File: config.mk
export PLATFORM = sky130hd
export DESIGN_NAME = arbiter_rr_8
export DESIGN_NICKNAME = d
export VERILOG_FILES = /design/src/rtl/arbiter_rr_8.sv
export SDC_FILE = /design/constraint.sdc
export NUM_CORES = 1
export LEC_CHECK = 0
export BUFFER_PORTS_ARGS = -buffer_cell sky130_fd_sc_hd__buf_2
export CAP_MARGIN = 40
export CORE_UTILIZATION = 40
export CTS_BUF_LIST = sky130_fd_sc_hd__clkbuf_2
export DETAILED_ROUTE_END_ITERATION = 12
export SLEW_MARGIN = 15
export SYNTH_ARGS = -nofsm -noshare
export SYNTH_HDL_FRONTEND = slang
export SYNTH_SLANG_ARGS = --single-unit
File: constraint.sdc
create_clock -name i_clk -period 6.4 [get_ports i_clk]
set_input_delay 1.28 -clock i_clk [delete_from_list [all_inputs] [get_ports i_clk]]
set_output_delay 1.28 -clock i_clk [all_outputs]
set_load 0.1 [all_outputs]
File: src/rtl/arbiter_rr_8.sv
// Round-robin arbiter for 8 requesters: registered one-hot grant, release handshake,
// bounded ownership via a hold-cycle limit, and a mandatory IDLE turnaround between grants.
module arbiter_rr_8 #(
    parameter int MAX_HOLD = 16,
    parameter int HOLD_W   = 8
) (
    input  logic       i_clk,
    input  logic       i_rst,
    input  logic       i_en,
    input  logic [7:0] i_req,
    input  logic       i_release,
    output logic [7:0] o_gnt,
    output logic [2:0] o_gnt_idx,
    output logic       o_gnt_valid,
    output logic       o_timeout,
    output logic       o_dbg_state
);

    typedef enum logic {IDLE = 1'b0, GRANT = 1'b1} state_t;

    localparam logic [HOLD_W-1:0] HOLD_LAST = HOLD_W'(MAX_HOLD - 1);

    state_t            state;
    state_t            state_next;
    logic [2:0]        owner;
    logic [2:0]        ptr;
    logic [HOLD_W-1:0] hold;
    logic              timeout_q;

    logic [2:0]        winner;
    logic [2:0]        cand;
    logic              found;
    logic              owner_req;
    logic              hold_limit;
    logic              exit_grant;

    // Search upward from ptr+1; the i=8 step lands back on ptr so it is tried last.
    always_comb begin
        found  = 1'b0;
        winner = ptr;
        cand   = ptr;
        for (int i = 1; i <= 8; i++) begin
            cand = ptr + 3'(i);
            if (!found && i_req[cand]) begin
                found  = 1'b1;
                winner = cand;
            end
        end
    end

    assign owner_req  = i_req[owner];
    assign hold_limit = (hold == HOLD_LAST);
    assign exit_grant = !i_en || i_release || !owner_req || hold_limit;

    always_ff @(posedge i_clk or posedge i_rst) begin
        if (i_rst) begin
            state <= IDLE;
        end else begin
            state <= state_next;
        end
    end

    always_comb begin
        state_next = state;
        case (state)
            IDLE:    if (i_en && found) state_next = GRANT;
            GRANT:   if (exit_grant)    state_next = IDLE;
            default: state_next = IDLE;
        endcase
    end

    // Datapath registers that ride alongside the state: owner, pointer, hold count, timeout flag.
    always_ff @(posedge i_clk or posedge i_rst) begin
        if (i_rst) begin
            owner     <= 3'd0;
            ptr       <= 3'd7;
            hold      <= '0;
            timeout_q <= 1'b0;
        end else begin
            timeout_q <= (state == GRANT) && i_en && !i_release && owner_req && hold_limit;
            if (state == IDLE) begin
                hold <= '0;
                if (i_en && found) begin
                    owner <= winner;
                    ptr   <= winner;
                end
            end else if (!hold_limit) begin
                hold <= hold + 1'b1;
            end
        end
    end

    always_comb begin
        o_gnt       = 8'h00;
        o_gnt_idx   = 3'd0;
        o_gnt_valid = 1'b0;
        if (state == GRANT) begin
            o_gnt       = 8'h01 << owner;
            o_gnt_idx   = owner;
            o_gnt_valid = 1'b1;
        end
        o_timeout   = timeout_q;
        o_dbg_state = state;
    end

endmodule

==> results.json, run 1 <==
{
  "fin_crit_ns": 3.741,
  "cts_tree": "done",
  "startpoint": "ptr[0]",
  "holdCritPathClass": "flop to flop",
  "antenna_found_initial": 0,
  "dieArea_sq_um": 4625,
  "yosys-top-cells-area": "dfrtp_1 (19%), mux4_2 (12%), mux4_1 (7.5%), mux2i_1 (6.3%), dfstp_2 (4.5%)",
  "grt_max_degree": 19,
  "grtUsageTotal_pct": 19.14,
  "fin_skew_ns": 0.006315,
  "fp.dieW_um": 68.01,
  "grt.overflow.total": 0,
  "outcome": "finished clean",
  "synthToLayoutAreaGrowth_pct": 8.615,
  "ys_ff_latch": 16,
  "finalHoldViolCount": 0,
  "synthMostInstantiatedCell": "nand2_1",
  "cp-end-kind": "flop",
  "synth_cell_type_count": 51,
  "die_y_um": 68.01,
  "start_util_pct": 42.65,
  "placement.io_buffers": 25,
  "routedWlPerCell_um": 16.23,
  "grt_pass1_vias": 1378,
  "cp.arrival_ns": 3.92,
  "grt_pass1_wl_um": 6672,
  "synth_top_cell_area_share_pct": 18.66,
  "synth_ff_type": "dfrtp_1",
  "required_ns": 6.58,
  "synth_nets": 196,
  "cp-start-kind": "flop",
  "nets": 216,
  "cap_violations": 0,
  "r2r-start": "ptr[0]",
  "setup_violations": 0,
  "dr_wl_met3_um": 177,
  "yosysWarnings": 0,
  "period_share_pct": 58.45,
  "worst_pin_slew_ns": 0.5936,
  "clock_path_buffers": 2,
  "crit_fanout": 13,
  "cts_buffers": 3,
  "dp_hpwl_um": 3067,
  "coreArea_sq_um": 4086,
  "final_antenna_net_count": 0,
  "finalMaxSlewViolations": 0,
  "synth_common_cells": "nand2_1 (20), dfrtp_1 (13), mux2i_1 (11)",
  "root_buffer": "clkbuf_2",
  "yosys.area.top_type": "dfrtp_1",
  "hp-start": "hold[2]",
  "synth_edf_count": 0,
  "slew_headroom_pct": 60.38,
  "wl_met1_um": 1998,
  "postCtsHoldBufs": 0,
  "yosysSeqAreaShare_pct": 23.19,
  "diodes": 0,
  "route.met2.wl_um": 1839,
  "path_class": "flop to flop",
  "clock_latency_ns": 0.29,
  "drive_gt1_share_pct": 25.00,
  "clk_pin_slew_ns": 0.15,
  "synth.avg_cell_area_sq_um": 9.629,
  "first_pass_iters": 4,
  "rows": 23,
  "syn-cell-area_sq_um": 1743,
  "cts_resized": 0,
  "routed_wl_um": 4057,
  "fillers": 410,
  "postCtsSetupRepairBufs": 0,
  "clkSinkCount": 16,
  "fmax_ghz": 0.2673,
  "drc_errors": 0,
  "pin_count": 26,
  "cts_max_level": 1,
  "rsz0062_at_grt": "false",
  "netlist_instances": 181,
  "async_reset_ff_share_pct": 100.0,
  "tns_ns": 0,
  "vias": 1518,
  "routed_via_density": 6.072,
  "gp_congestion": 0.9613,
  "top_layer": "met4",
  "drt-initial-drc-count": 96
}
[path summary, 6_finish.rpt]
kind	to	slack (ns)	depth (start not counted)
min in group asynchronous	owner[1]	1.02	2
worst max-delay path	owner[2]	2.66	8
worst min-delay path	hold[2]	0.51	1
max in group asynchronous	hold[4]	4.99	2
worst max register to register	owner[2]	2.66	8
worst min register to register	hold[2]	0.51	1
[flip-flops by register name, summed over array words and instances (netlist names)]
signal,cells
hold,8
o_timeout,1
owner,3
ptr,3
o_dbg_state,1
[area by class of cell]
type	count	area [sq um]	share of cell area, %
Tap cell	50	62.56	3.305
Timing Repair Buffer	25	125.1	6.609
Inverter	7	26.28	1.388
Multi-Input combinational cell	148	1255	66.29
Sequential cell	16	404.1	21.35
Clock buffer	4	20.02	1.057
[stage by stage]
step / setup slack [ns] / utilization (%) / cell area, sq um / hold slack, ns / instances
finish: 2.659 / 46.33 / 1893 / 0.5051 / 250
global route: 2.370 / 46.33 / 1893 / 0.5382 / 250
CTS: 2.690 / 46.33 / 1893 / 0.5021 / 250
detailed placement: 2.718 / 45.84 / 1873 / 0.4818 / 246
global placement: 2.753 / 45.84 / 1873 / 0.4734 / 246
floorplan: 1.619 / - / 1743 / 0.4542 / 181
[critical path, cell delays in order, from the launching register on]
cell and delay [ns]:
dfstp_2 0.73, clkinv_1 0.28, ha_1 0.67, mux4_1 0.77, mux2i_4 0.26, nand4_1 0.27
o31a_1 0.41, nand4b_1 0.15, nand3_1 0.11
[per-layer routing]
metal | up-vias | global-route usage, %
li1 | 720 | -
met1 | 736 | 28.21
met2 | 58 | 29.41
met3 | 4 | 2.333
met4 | 0 | 4.948
met5 | - | 0
[logic make-up after synthesis]
group                      share of synthesized area, %
and+or+nand+nor                                   21.39
muxes                                             30.80
AOI/OAI and AO/OA                                 12.20
buffers and inverters                             4.809
DFF                                               23.19
xor gates and xnor gates                          5.456
adders and majority gates                         2.154
[cells in the final DEF, fill, tap and decap left out, types with 3 or more instances in the layout]
| cell type | count |
|---|---|
| and2_1 | 7 |
| a21oi_1 | 6 |
| xnor2_1 | 5 |
| dfrtp_1 | 13 |
| xor2_1 | 4 |
| nor3_1 | 3 |
| mux4_1 | 5 |
| inv_1 | 6 |
| nand3_1 | 10 |
| nor2_1 | 9 |
| mux2_2 | 5 |
| mux2i_1 | 11 |
| o21ai_0 | 4 |
| and3_1 | 3 |
| clkbuf_2 | 4 |
| mux4_2 | 9 |
| ha_1 | 3 |
| nand2b_1 | 5 |
| nand2_1 | 20 |
| nor3b_1 | 4 |
| buf_2 | 25 |
| dfstp_2 | 3 |
| nand4_1 | 3 |
Power of run 1 is not shown: default switching activity piles up to over one toggle a cycle in this logic, so the estimate is an artifact.
==> run 2, diff against run 1 <==
clock period = 3.6 ns   (was 6.4 ns; I/O delays follow)
==> results.json, run 2 (synthesis results as in run 1) <==
{
  "diodes": 0,
  "cts_max_level": 1,
  "mostFrequentLayoutCells": "buf_2 (25), nand2_1 (20), dfrtp_1 (13)",
  "start_util_pct": 42.65,
  "grtUsageTotal_pct": 19.75,
  "routed_via_density": 6.040,
  "grt_pass1_wl_um": 6803,
  "fin_crit_ns": 3.055,
  "antenna_found_initial": 0,
  "largest-register": "hold",
  "root_buffer": "clkbuf_2",
  "clkSinkCount": 16,
  "synthToLayoutAreaGrowth_pct": 10.98,
  "routed_wl_um": 4203,
  "postCtsSetupRepairBufs": 0,
  "fin_skew_ns": 0.0008345,
  "reg.largest.list": "hold x8, owner x3, ptr x3",
  "setup.worst_path.end": "ptr[1]",
  "coreArea_sq_um": 4086,
  "pin_count": 26,
  "holdCritPathClass": "input port to async pin",
  "clk_pin_slew_ns": 0.16,
  "fmax_ghz": 0.3273,
  "layout_commonest_cell": "buf_2",
  "nets": 219,
  "worst_pin_slew_ns": 0.6248,
  "placement.io_buffers": 25,
  "routedWlPerCell_um": 16.61,
  "cap_violations": 0,
  "slew_headroom_pct": 58.30,
  "cp-end-kind": "flop",
  "rows": 23,
  "r2r-end": "ptr[1]",
  "cts_tree": "done",
  "dieArea_sq_um": 4625,
  "die_y_um": 68.01,
  "postCtsHoldBufs": 0,
  "finalMaxSlewViolations": 0,
  "tns_ns": 0,
  "cts_buffers": 3,
  "grt_pass1_vias": 1393,
  "drt-initial-drc-count": 56,
  "cp-start-kind": "flop",
  "dp_hpwl_um": 3191,
  "setup_violations": 0,
  "drc_errors": 0,
  "largest_reg_flops": 8,
  "vias": 1528,
  "drive_gt1_share_pct": 27.59,
  "fp.dieW_um": 68.01,
  "outcome": "finished clean",
  "r2r_cells": 8,
  "r2r_slack_ns": 0.55,
  "clock_latency_ns": 0.29,
  "r2r-start": "ptr[0]",
  "rsz0062_at_grt": "false",
  "startpoint": "ptr[0]",
  "required_ns": 3.80,
  "clock_path_buffers": 2,
  "path_class": "flop to flop",
  "cp.arrival_ns": 3.26,
  "gp_congestion": 0.9002,
  "dp_slack_ns": 0.5695,
  "finalHoldViolCount": 0,
  "cts_resized": 0,
  "grt.overflow.total": 0,
  "final_antenna_net_count": 0,
  "period_share_pct": 84.86,
  "first_pass_iters": 4,
  "crit_fanout": 6,
  "fin_ws_ns": 0.5450,
  "grt_max_degree": 18
}
run 2: layer usage:
layer | vias up | wire (um) | part of all wire (%) | GRT usage (%)
met1 | 741 | 2003 | 48 | 27.40
met5 | - | 0 | 0 | 0
met3 | 4 | 217 | 5.2 | 3.000
met4 | 0 | 38 | 0.90 | 4.688
li1 | 732 | - | - | -
met2 | 51 | 1944 | 46 | 32.11
run 2: stage by stage:
stage                     utilization [%]  hold WS, ns  cell area (sq um)  std cells
after floorplan                         -       0.4542               1763        181
after global placement              46.88       0.4723               1916        249
after detailed placement            46.88       0.4800               1916        249
after CTS                           47.34       0.4776               1934        253
after global routing                47.34       0.4889               1934        253
final                               47.34       0.4688               1934        253
run 2: final cells by class:
cell class                 instances  area (sq um)
clock buffer                       3         15.01
inverter                           7         26.28
fill                             403          2152
sequential                        16         404.1
multi-input combinational        148          1275
tap                               50         62.56
clock inverter                     1         3.754
timing repair buffer              28         147.6
run 2: worst min-delay path by stage:
| stage | from | end | depth (start not counted) |
|---|---|---|---|
| 2_1_floorplan | hold[2] | hold[2] | 1 |
| 3_3_place_gp | hold[2] | hold[2] | 1 |
| 3_5_place_dp | hold[2] | hold[2] | 1 |
| 4_1_cts | i_rst | hold[2] | 2 |
| 5_1_grt | i_rst | hold[2] | 2 |
| 6_report | i_rst | hold[2] | 2 |
run 2: critical path: stages (launching register included):
cell and delay, ns:
dfstp_2 0.56, clkinv_1 0.22, ha_1 0.39, mux4_1 0.68, mux2i_4 0.26, nand3_1 0.16
a211oi_1 0.27, nor3_1 0.10, o311ai_0 0.32
Power of run 2 is left out for the same reason.
==> run 3, diff against run 2 <==
ABC_AREA = 1   (was default)
clock period = 3.18 ns   (was 3.6 ns; I/O delays follow)
==> results.json, run 3 <==
{
  "outcome": "finished clean",
  "yosysWarnings": 0,
  "r2r_slack_ns": 0.44,
  "synth_top_cell_area_share_pct": 20.26,
  "drive_gt1_share_pct": 22.94,
  "cp-start-kind": "flop",
  "r2r-end": "owner[0]",
  "postCtsSetupRepairBufs": 0,
  "synth_edf_count": 0,
  "yosysSeqAreaShare_pct": 24.79,
  "start_util_pct": 43.23,
  "grtUsageTotal_pct": 19.77,
  "worst_pin_slew_ns": 0.7854,
  "slew_headroom_pct": 47.16,
  "mostFrequentLayoutCells": "nand2_1 (88), nand3_1 (28), inv_1 (25), buf_2 (25), nor2_1 (22)",
  "grt_max_degree": 17,
  "fin_util_pct": 47.74,
  "postCtsHoldBufs": 0,
  "gp_congestion": 0.9518,
  "fmax_ghz": 0.3653,
  "r2r-start": "ptr[0]",
  "vias": 1613,
  "diodes": 0,
  "dpl_cell_area_sq_um": 1782,
  "fp.dieW_um": 65.84,
  "clkSinkCount": 16,
  "antenna_found_initial": 0,
  "largest_reg_flops": 8,
  "clock_path_buffers": 2,
  "grt.overflow.total": 0,
  "dieArea_sq_um": 4335,
  "holdCritPathClass": "input port to async pin",
  "synthToLayoutAreaGrowth_pct": 10.44,
  "dp_hpwl_um": 3118,
  "reg.largest.list": "hold x8, owner x3, ptr x3",
  "finalHoldViolCount": 0,
  "cts_resized": 0,
  "routed_via_density": 4.933,
  "grt_pass1_vias": 1458,
  "coreArea_sq_um": 3771,
  "fin_ws_ns": 0.4426,
  "required_ns": 3.37,
  "clock_latency_ns": 0.30,
  "cp.arrival_ns": 2.93,
  "synthMuxAreaShare_pct": 0,
  "rsz0062_at_grt": "false",
  "setup_violations": 0,
  "drc_errors": 0,
  "yosys-top-cells-area": "nand2_1 (20%), dfrtp_1 (20%), nand3_1 (8.6%), inv_1 (5.8%), nand3_2 (5.5%)",
  "setup.worst_path.end": "owner[0]",
  "first_pass_iters": 5,
  "synthMostInstantiatedCell": "nand2_1",
  "synthAdderAreaFrac_pct": 2.302,
  "cts_max_level": 1,
  "netlist_instances": 256,
  "final_antenna_net_count": 0,
  "clk_pin_slew_ns": 0.16,
  "crit_fanout": 14,
  "r2r_cells": 13,
  "tns_ns": 0,
  "layout_commonest_cell": "nand2_1",
  "cts_tree": "done",
  "grt_pass1_wl_um": 6637,
  "rows": 22,
  "placement.io_buffers": 25,
  "yosys.area_share.simple_pct": 52.57,
  "ys_ff_latch": 16,
  "routedWlPerCell_um": 11.66,
  "cp-end-kind": "flop",
  "synth_top_family_by_area": "simple AND/OR/NAND/NOR gates",
  "root_buffer": "clkbuf_2",
  "finalInstanceArea_sq_um": 1800,
  "synth_cell_type_count": 37,
  "dp_slack_ns": 0.4711,
  "yosys.area.top_type": "nand2_1",
  "synth_ff_type": "dfrtp_1",
  "startpoint": "ptr[0]",
  "period_share_pct": 86.08,
  "synth-xor-area-share_pct": 2.609,
  "synth_compound_area_share_pct": 7.521,
  "synth_nets": 271,
  "fin_skew_ns": 0.02087,
  "drt-initial-drc-count": 62,
  "syn-cell-area_sq_um": 1630,
  "synth_common_cells": "nand2_1 (88), nand3_1 (28), inv_1 (25)",
  "die_y_um": 65.84,
  "largest-register": "hold",
  "pin_count": 26,
  "routed_wl_um": 3814,
  "synth.avg_cell_area_sq_um": 6.368,
  "cts_buffers": 3,
  "fin_crit_ns": 2.737,
  "cap_violations": 0,
  "finalMaxSlewViolations": 0,
  "path_class": "flop to flop",
  "async_reset_ff_share_pct": 100.0,
  "nets": 295
}
==> run 3: layer usage <==
| metal | track usage, % | vias up | wire length [um] |
|---|---|---|---|
| met4 | 6.250 | 0 | 53 |
| met5 | 0 | - | 0 |
| met2 | 32.78 | 36 | 1710 |
| met3 | 1.034 | 5 | 100 |
| met1 | 27.28 | 700 | 1949 |
| li1 | - | 872 | - |
==> run 3: area by class of cell <==
cell class | count | area [sq um]
well taps | 48 | 60.06
fillers | 406 | 1971
inverters | 32 | 120.1
clock inverters | 1 | 3.754
flip-flops and latches | 16 | 404.1
repair buffers | 26 | 132.6
multi-input cells | 201 | 1065
clock buffers | 3 | 15.01
==> run 3: cell families (layout without fill, tap and decap cells) <==
group,after synthesis,in the layout
fa+ha+maj,3,3
buf+inv,39,62
flops,16,16
simple gates,173,173
compound gates,21,21
xor+xnor,4,4
==> run 3: worst min-delay path by stage <==
| stage | startpoint | endpoint | slack [ns] | cells past startpoint |
|---|---|---|---|---|
| 2_1_floorplan | owner[2] | owner[2] | 0.47 | 2 |
| 3_3_place_gp | hold[2] | hold[2] | 0.51 | 1 |
| 3_5_place_dp | hold[2] | hold[2] | 0.50 | 1 |
| 4_1_cts | i_rst | o_timeout | 0.38 | 2 |
| 5_1_grt | i_rst | o_timeout | 0.40 | 2 |
| 6_report | i_rst | o_timeout | 0.36 | 2 |
==> run 3: worst max-delay path, stage by stage, from the launching register on <==
cell and delay, ns:
dfstp_2 0.73, inv_2 0.15, ha_1 0.50, nand3_1 0.18, nand3_2 0.15, nand2_4 0.09, nor2_8 0.18, nand4_4 0.12
nor2_4 0.15, nand3_2 0.10, nand2_4 0.11, inv_2 0.05, nand2_1 0.07, nand2_1 0.05
==> run 3: metrics by stage <==
stage               std cells  hold slack [ns]
floorplan                 256           0.4704
global placement          323           0.5121
detailed placement        323           0.5021
CTS                       327           0.3780
global route              327           0.3972
finish                    327           0.3589
Power of run 3 is left out for the same reason.
